[src/rtl/ls_usb_pkg.sv]
// Shared definitions for the low-speed USB transmit path: FSM encoding,
// well-known packet bytes and the default byte guard.
package ls_usb_pkg;

    localparam logic [2:0] ST_IDLE = 3'd0;
    localparam logic [2:0] ST_GAP  = 3'd1;
    localparam logic [2:0] ST_DATA = 3'd2;
    localparam logic [2:0] ST_ADV  = 3'd3;
    localparam logic [2:0] ST_EOP  = 3'd4;

    localparam logic [7:0] SYNC_BYTE = 8'h80;
    localparam logic [7:0] PID_ACK   = 8'hd2;
    localparam logic [7:0] PID_DATA0 = 8'hc3;
    localparam logic [7:0] PID_DATA1 = 8'h4b;

    localparam int MAX_BYTES_DEFAULT = 16;

    // Increment that sticks at all-ones instead of wrapping.
    function automatic logic [7:0] sat_inc8(input logic [7:0] v);
        return (v == 8'hff) ? v : v + 8'd1;
    endfunction

endpackage

[src/rtl/ls_usb_tx_sched.sv]
// Transmit sequencer: turnaround gap, byte-by-byte hand-off from the
// response core to the serializer, then EOP and line release.
module ls_usb_tx_sched
    import ls_usb_pkg::*;
#(
    parameter int GAP_CYCLES = 16,
    parameter int MAX_BYTES  = MAX_BYTES_DEFAULT
) (
    input  logic       clk,
    input  logic       rst,
    input  logic       start_pkt,
    input  logic [7:0] sbyte,
    input  logic       last_pkt_byte,
    input  logic       rx_active,
    output logic       show_next,
    output logic [7:0] ser_data,
    output logic       ser_valid,
    input  logic       ser_ready,
    output logic       ser_eop,
    input  logic       ser_done,
    output logic       tx_oe,
    output logic       tx_busy,
    output logic       pkt_sent,
    output logic       len_err,
    output logic [7:0] drop_cnt
);

    localparam logic [7:0] GAP_INIT = 8'(GAP_CYCLES - 1);
    localparam logic [4:0] MAX_CNT  = 5'(MAX_BYTES);

    logic [2:0] state_q, state_d;
    logic [7:0] gap_cnt_q, gap_cnt_d;
    logic [4:0] byte_cnt_q, byte_cnt_d;
    logic [7:0] drop_cnt_q, drop_cnt_d;
    logic       len_err_q, len_err_d;
    logic       show_next_q, ser_valid_q, ser_eop_q;
    logic       tx_oe_q, tx_busy_q, pkt_sent_q;
    logic       handshake;

    assign handshake = (state_q == ST_DATA) && ser_ready;

    // Next-state, counter and sticky-flag decisions for the transmit FSM.
    always_comb begin
        state_d    = state_q;
        gap_cnt_d  = gap_cnt_q;
        byte_cnt_d = byte_cnt_q;
        drop_cnt_d = drop_cnt_q;
        len_err_d  = len_err_q;
        case (state_q)
            ST_IDLE: begin
                if (start_pkt) begin
                    if (rx_active) begin
                        drop_cnt_d = sat_inc8(drop_cnt_q);
                    end else begin
                        state_d    = ST_GAP;
                        gap_cnt_d  = GAP_INIT;
                        byte_cnt_d = '0;
                    end
                end
            end
            ST_GAP: begin
                if (rx_active) begin
                    state_d = ST_IDLE;
                end else if (gap_cnt_q == 8'd0) begin
                    state_d = ST_DATA;
                end else begin
                    gap_cnt_d = gap_cnt_q - 8'd1;
                end
            end
            ST_DATA: begin
                if (handshake) begin
                    byte_cnt_d = byte_cnt_q + 5'd1;
                    if (last_pkt_byte) begin
                        state_d = ST_EOP;
                    end else if ((byte_cnt_q + 5'd1) == MAX_CNT) begin
                        state_d   = ST_EOP;
                        len_err_d = 1'b1;
                    end else begin
                        state_d = ST_ADV;
                    end
                end
            end
            ST_ADV: begin
                state_d = ST_DATA;
            end
            ST_EOP: begin
                if (ser_done) begin
                    state_d = ST_IDLE;
                end
            end
            default: begin
                state_d = ST_IDLE;
            end
        endcase
    end

    // State, counters and registered outputs, all derived from the next state.
    always_ff @(posedge clk) begin
        if (rst) begin
            state_q     <= ST_IDLE;
            gap_cnt_q   <= '0;
            byte_cnt_q  <= '0;
            drop_cnt_q  <= '0;
            len_err_q   <= 1'b0;
            show_next_q <= 1'b0;
            ser_valid_q <= 1'b0;
            ser_eop_q   <= 1'b0;
            tx_oe_q     <= 1'b0;
            tx_busy_q   <= 1'b0;
            pkt_sent_q  <= 1'b0;
        end else begin
            state_q     <= state_d;
            gap_cnt_q   <= gap_cnt_d;
            byte_cnt_q  <= byte_cnt_d;
            drop_cnt_q  <= drop_cnt_d;
            len_err_q   <= len_err_d;
            show_next_q <= (state_d == ST_ADV);
            ser_valid_q <= (state_d == ST_DATA);
            ser_eop_q   <= (state_d == ST_EOP);
            tx_oe_q     <= (state_d == ST_DATA) || (state_d == ST_ADV) || (state_d == ST_EOP);
            tx_busy_q   <= (state_d != ST_IDLE);
            pkt_sent_q  <= (state_q == ST_EOP) && ser_done;
        end
    end

    // The core only presents a new byte one cycle after show_next, i.e. in
    // the DATA cycle itself, so the byte is passed through under the
    // registered valid rather than captured a cycle early.
    assign ser_data  = ser_valid_q ? sbyte : 8'h00;
    assign ser_valid = ser_valid_q;
    assign show_next = show_next_q;
    assign ser_eop   = ser_eop_q;
    assign tx_oe     = tx_oe_q;
    assign tx_busy   = tx_busy_q;
    assign pkt_sent  = pkt_sent_q;
    assign len_err   = len_err_q;
    assign drop_cnt  = drop_cnt_q;

endmodule

[config.mk]
export PLATFORM = sky130hd
export DESIGN_NAME = ls_usb_tx_sched
export DESIGN_NICKNAME = d
export VERILOG_FILES = /design/src/rtl/ls_usb_pkg.sv /design/src/rtl/ls_usb_tx_sched.sv
export SDC_FILE = /design/constraint.sdc
export NUM_CORES = 1
export LEC_CHECK = 0
export BUFFER_PORTS_ARGS = -buffer_cell sky130_fd_sc_hd__buf_2
export CAP_MARGIN = 20
export CORE_MARGIN = 2
export CORE_UTILIZATION = 52
export DETAILED_ROUTE_END_ITERATION = 10
export PLACE_DENSITY_LB_ADDON = 0.1
export SLEW_MARGIN = 20
export SYNTH_ARGS = -nofsm -noshare
export SYNTH_HDL_FRONTEND = slang
export SYNTH_SLANG_ARGS = --single-unit
[constraint.sdc]
create_clock -name clk -period 1.65 [get_ports clk]
set_input_delay 0.165 -clock clk [delete_from_list [all_inputs] [get_ports clk]]
set_output_delay 0.165 -clock clk [all_outputs]
set_load 0.05 [all_outputs]
# Yosys cells after proc, flatten, opt, wreduce, memory -nomap -nowiden
# Cells that the tools add are included.
[classes]
addsub = 3
eq_ne = 14
muxes = 19
bitwise = 2
n_reduce_logical = 13
[ops]
columns = ["op", "count"]
rows = [
  ["2-to-1 mux 8 bit", 5],
  ["2-to-1 mux 3 bit", 8],
  ["one-hot mux 8 bit (2 select lines)", 1],
  ["2-to-1 mux 5 bit", 3],
  ["one-hot mux 3 bit (5 select lines)", 1],
  ["== test 3 x 2 -> 1 bit (second input constant)", 4],
  ["AND reduction 4 bit", 3],
  ["!= test 2 bit (second input constant)", 5],
  ["one-hot mux 5 bit (2 select lines)", 1],
  ["adder 8 x 1 -> 8 bit (second input constant)", 1],
  ["== test 8 bit (second input constant)", 1],
  ["zero test 8 bit", 1],
  ["subtractor 8 x 1 -> 8 bit (second input constant)", 1],
  ["== test 3 bit (second input constant)", 2],
  ["adder 5 x 1 -> 5 bit (second input constant)", 1],
  ["== test 5 bit (second input constant)", 1],
  ["AND reduction 5 bit", 1],
  ["nonzero test 2 bit", 2],
  ["== test 3 x 1 -> 1 bit (second input constant)", 1],
  ["zero test 3 bit", 1],
  ["nonzero test 3 bit", 1],
  ["logical AND 1 bit", 2],
  ["logical OR 1 bit", 2],
  ["inverter 1 bit", 2],
]
[totals]
ff_bits = 31
inputBits = 15
out_inout_bits = 23
word_cells = 62

# Longest topological paths before layout
[logic_depth]
word_depth = 9
mapped_depth = 6
mapped_depth_nobuf = 6

# Worst setup path after synthesis
# No wires, ideal clock.
[synth_timing]
kind = "register to register"
startpoint = "register drop_cnt_q[2] (netlist: drop_cnt[2])"
endpoint = "register drop_cnt_q[7] (netlist: drop_cnt[7])"
setup_ns = 0.070
arrival_time_ns = 1.739
t_required_ns = 1.580
setup_slack_ns = -0.159
stages_incl_launch_ff = 5
path_buffers = 0
synth_period_minus_slack_ns = 1.809
cell_sequence = "dfxtp_1 > nand4_2 > or2_0 > or4_1 > a21oi_1"
[synth_between]
elab_chain_cells = 3
word_cells_on_any_way = 4
classes_between = "1 x add/sub; 1 x eq/ne; 1 x bitwise; 1 x reduce/logical"
[synth_rtl]
columns = ["element", "line", "source"]
rows = [
  ["start: declaration", "ls_usb_tx_sched.sv:34", "logic [7:0] drop_cnt_q, drop_cnt_d;"],
  ["start signal: assignment", "ls_usb_tx_sched.sv:115", "drop_cnt_q <= drop_cnt_d;"],
  ["parallel branches: the longest is 3 deep, another holds adder 8 x 1 -> 8 bit", "n/a", ""],
]
# Parallel ways; which one is timed is not known.
# A chain may end at the register's enable or synchronous reset.

# Worst setup path after layout
[layout_timing]
startpoint = "register gap_cnt_q[3]"
endpoint = "register gap_cnt_q[0]"
[layout_between]
elab_chain_cells = 3
[layout_rtl]
columns = ["element", "line", "source"]
rows = [
  ["start: declaration", "ls_usb_tx_sched.sv:32", "logic [7:0] gap_cnt_q, gap_cnt_d;"],
  ["start signal: assignment", "ls_usb_tx_sched.sv:113", "gap_cnt_q <= gap_cnt_d;"],
  ["zero test 8 bit", "ls_usb_tx_sched.sv:64", "end else if (gap_cnt_q == 8'd0) begin"],
  ["!= test 2 bit (no line)", "n/a", ""],
  ["AND reduction 5 bit (no line)", "n/a", ""],
]
# Every way passes these cells.

==> summary.txt <==
Setup path
  • Register-to-Register Path Depth: 5
  • Worst path arrival time: 1.76 ns
  • Worst r2r src: gap_cnt_q[3]$_SDFFE_PP0P_
  • CP endpoint kind: flip-flop
  • Crit path to: gap_cnt_q[0]$_SDFFE_PP0P_
  • Kind of critical path: reg -> reg
  • Worst Path Buf+Inv: 0
  • Crit-path cells: nor4_4, nand4_4, nand2_2, nor2_1, a211oi_1
  • Cell family with most CP delay: simple AND/OR/NAND/NOR gates
  • Max stage delay cell, worst path: dfxtp_1
  • Worst path depth: 5
  • Worst setup path startpoint: gap_cnt_q[3]$_SDFFE_PP0P_
  • Worst-path fanout max: 8
  • R2R Path End: gap_cnt_q[0]$_SDFFE_PP0P_
  • CP peak stage delay: 0.38 ns
  • Data required time at the worst endpoint: 1.90 ns
  • Worst Setup Start Kind: flip-flop
  • R2R Setup Slk: 0.14 ns

Timing
  • Setup TNS: 0 ns
  • Final Setup Violations: 0
  • Period utilization: 91.5%
  • Worst-margin pin slew: 0.441 ns
  • Skew final: 0.0124 ns
  • Fin crit period: 1.51 ns
  • Max Slew Vio Count: 0
  • Max-slew headroom at the worst pin: 70.5%
  • Final hold vios: 0
  • Fmax: 0.662 GHz

Global route
  • Total Routing Usage GR: 20.5%
  • First-pass GRT wire length: 5.33 mm
  • Vias in the first global route: 1263
  • Grt total ovfl: 0
  • Largest net degree at the start of global routing: 23
  • Initial antenna violation count: 0

Die
  • Core area: 2780 um^2
  • Full die area: 3390 um^2
  • FP Rows: 19
  • Initial core utilization: 55.0%
  • Number of I/O pins: 38
  • Die Height: 58.2 um
  • Die width: 58.2 um

CTS
  • Clk root buf: clkbuf_4
  • Postcts setup bufs: 0
  • CTS tree: yes
  • Clk buf depth: 2
  • Htree depth: 2
  • Clk pin slew, worst setup/hold paths: 0.10 ns
  • Num CTS Buffers: 5
  • Clk sinks: 31
  • Clock latency on the worst-skew pair: 0.34 ns

Synthesis
  • Yosys reg bits: 31
  • EDFF count, synth: 0
  • Synth warn: 0
  • Netlist Area Pre-Place: 1530 um^2
  • Largest cells by area after synthesis: dfxtp_1 (41%), nor2_1 (6.1%), a21oi_1 (4.6%)
  • Mapped Nets: 195
  • Synth top area share: 40.6%
  • Synth Instances: 176
  • Ys flop type: dfxtp_1
  • Fraction of registers with async set/reset: 0%
  • Synth unique cells: 41
  • Synthesized area per cell: 8.69 um^2
  • Seq/Total Area, Yosys: 40.6%
  • Yosys top cell by area: dfxtp_1

Route
  • DR pass1 iterations: 4
  • Vias/cell: 5.61
  • Post-route DRC: 0
  • Drt total wl: 3.28 mm
  • Routed Antenna Nets: 0
  • Routed len/inst: 13.0 um
  • First-iteration detailed-routing DRC count: 31
  • Via count: 1420

Layout
  • # fillers: 236
  • Share of layout cells above drive strength 1: 29.7%
  • Final Util: 66.3%
  • Most frequent cells in the layout: buf_2 (37), nor2_1 (25), dfxtp_1 (23)
  • Fin cells: 253
  • Final nets: 240
  • Sequential cell area: 631 um^2
  • Area Overhead vs Synth: 20.6%
  • Design Area, Final: 1840 um^2
  • Multi-input logic area: 883 um^2
  • Diode count: 0
  • Commonest non-fill, non-tap cell in the layout: buf_2

Placed design
  • PortBufs: 37
  • Placed insts: 245
  • Routability Congestion: 0.818
  • Hpwl dp: 2.38 mm
  • Post-DP Area: 1770 um^2

Status
  • Status: finished, final reports clean

Pwr
  • Leakage: 0.799 nW
  • Pwr per Cell Area: 796 nW/um^2
  • Peak supply drop: 0.542 mV

Min path
  • Hold Crit Class: in -> reg

Flow run
  • Max_cap viols: 0
[worst reg2reg max path: stages, from the launching register on]
cell	delay [ns]
dfxtp_1	0.38
nor4_4	0.37
nand4_4	0.20
nand2_2	0.19
nor2_1	0.07
a211oi_1	0.22
[layer usage]
metal | GRT usage [%] | wire length [um]
met1 | 24.5 | 1440
met3 | 6.25 | 197
met5 | 0 | 0
met4 | 7.97 | 46
met2 | 34.6 | 1600
[synthesized netlist by cell type (2+ instances only)]
| master | n |
|---|---|
| inv_1 | 7 |
| or3_1 | 2 |
| nand3_1 | 9 |
| nor2b_1 | 3 |
| nor4_1 | 2 |
| and2_1 | 10 |
| o21ai_0 | 6 |
| nand4_1 | 3 |
| xor2_1 | 6 |
| dfxtp_1 | 31 |
| nor3_1 | 4 |
| nand2b_1 | 2 |
| clkbuf_1 | 2 |
| a21oi_1 | 14 |
| mux2i_1 | 2 |
| ha_1 | 4 |
| a211oi_1 | 3 |
| xnor2_1 | 5 |
| nand2_1 | 12 |
| nor2_1 | 25 |
| nand2_2 | 2 |
| o211a_1 | 2 |
| nand4_2 | 2 |
[kinds of logic after synthesis]
group,after synthesis,synth area share (%)
muxes,2,1.31
and+or+nand+nor,84,31.1
DFF,31,40.6
AOI/OAI and AO/OA,34,14.5
adders and majority gates,4,3.27
buffers and inverters,10,2.95
xor gates and xnor gates,11,6.30
[worst min-delay path by stage]
stage          slack [ns]  cells after the start                  from                    to
2_1_floorplan        0.29                      2              ser_done   pkt_sent$_SDFF_PP0_
3_3_place_gp         0.44                      2  len_err$_SDFFE_PP0P_  len_err$_SDFFE_PP0P_
3_5_place_dp         0.44                      3              ser_done   pkt_sent$_SDFF_PP0_
4_1_cts              0.08                      3              ser_done   pkt_sent$_SDFF_PP0_
5_1_grt              0.08                      3              ser_done   pkt_sent$_SDFF_PP0_
6_report             0.09                      3              ser_done   pkt_sent$_SDFF_PP0_
[report_power, final]
part	switching (mW)	internal (mW)	total, mW
logic	0.139	0.0947	0.234
clock network	0.257	0.166	0.422
registers	0.0342	0.777	0.811
[registers in the layout (all words and copies together), names as in the netlist, 3 cells and up]
signal,count
drop_cnt,8
state_q,3
byte_cnt_q,5
gap_cnt_q,8
[area by class of cell]
cell class,count,area share [%]
clock buffer,7,2.44
timing repair buffer,41,11.7
inverter,7,1.42
tap,31,2.10
multi-input combinational,135,47.9
clock inverter,1,0.271
sequential,31,34.2
[metrics by stage]
stage,hold WS [ns],power [mW],setup WS (ns)
3_5_place_dp,0.440,1.05,0.0434
6_report,0.0946,1.47,0.140
2_1_floorplan,0.294,0.989,-0.0925
4_1_cts,0.0808,1.47,0.0254
3_3_place_gp,0.444,1.04,0.119
5_1_grt,0.0790,1.56,-0.0323
[repair_timing]
action	4_1_cts	5_1_grt
endpoints found under the setup margin	0	11
gates resized for setup	0	6
hold buffers	0	0
(Power assumes the default switching activity.)
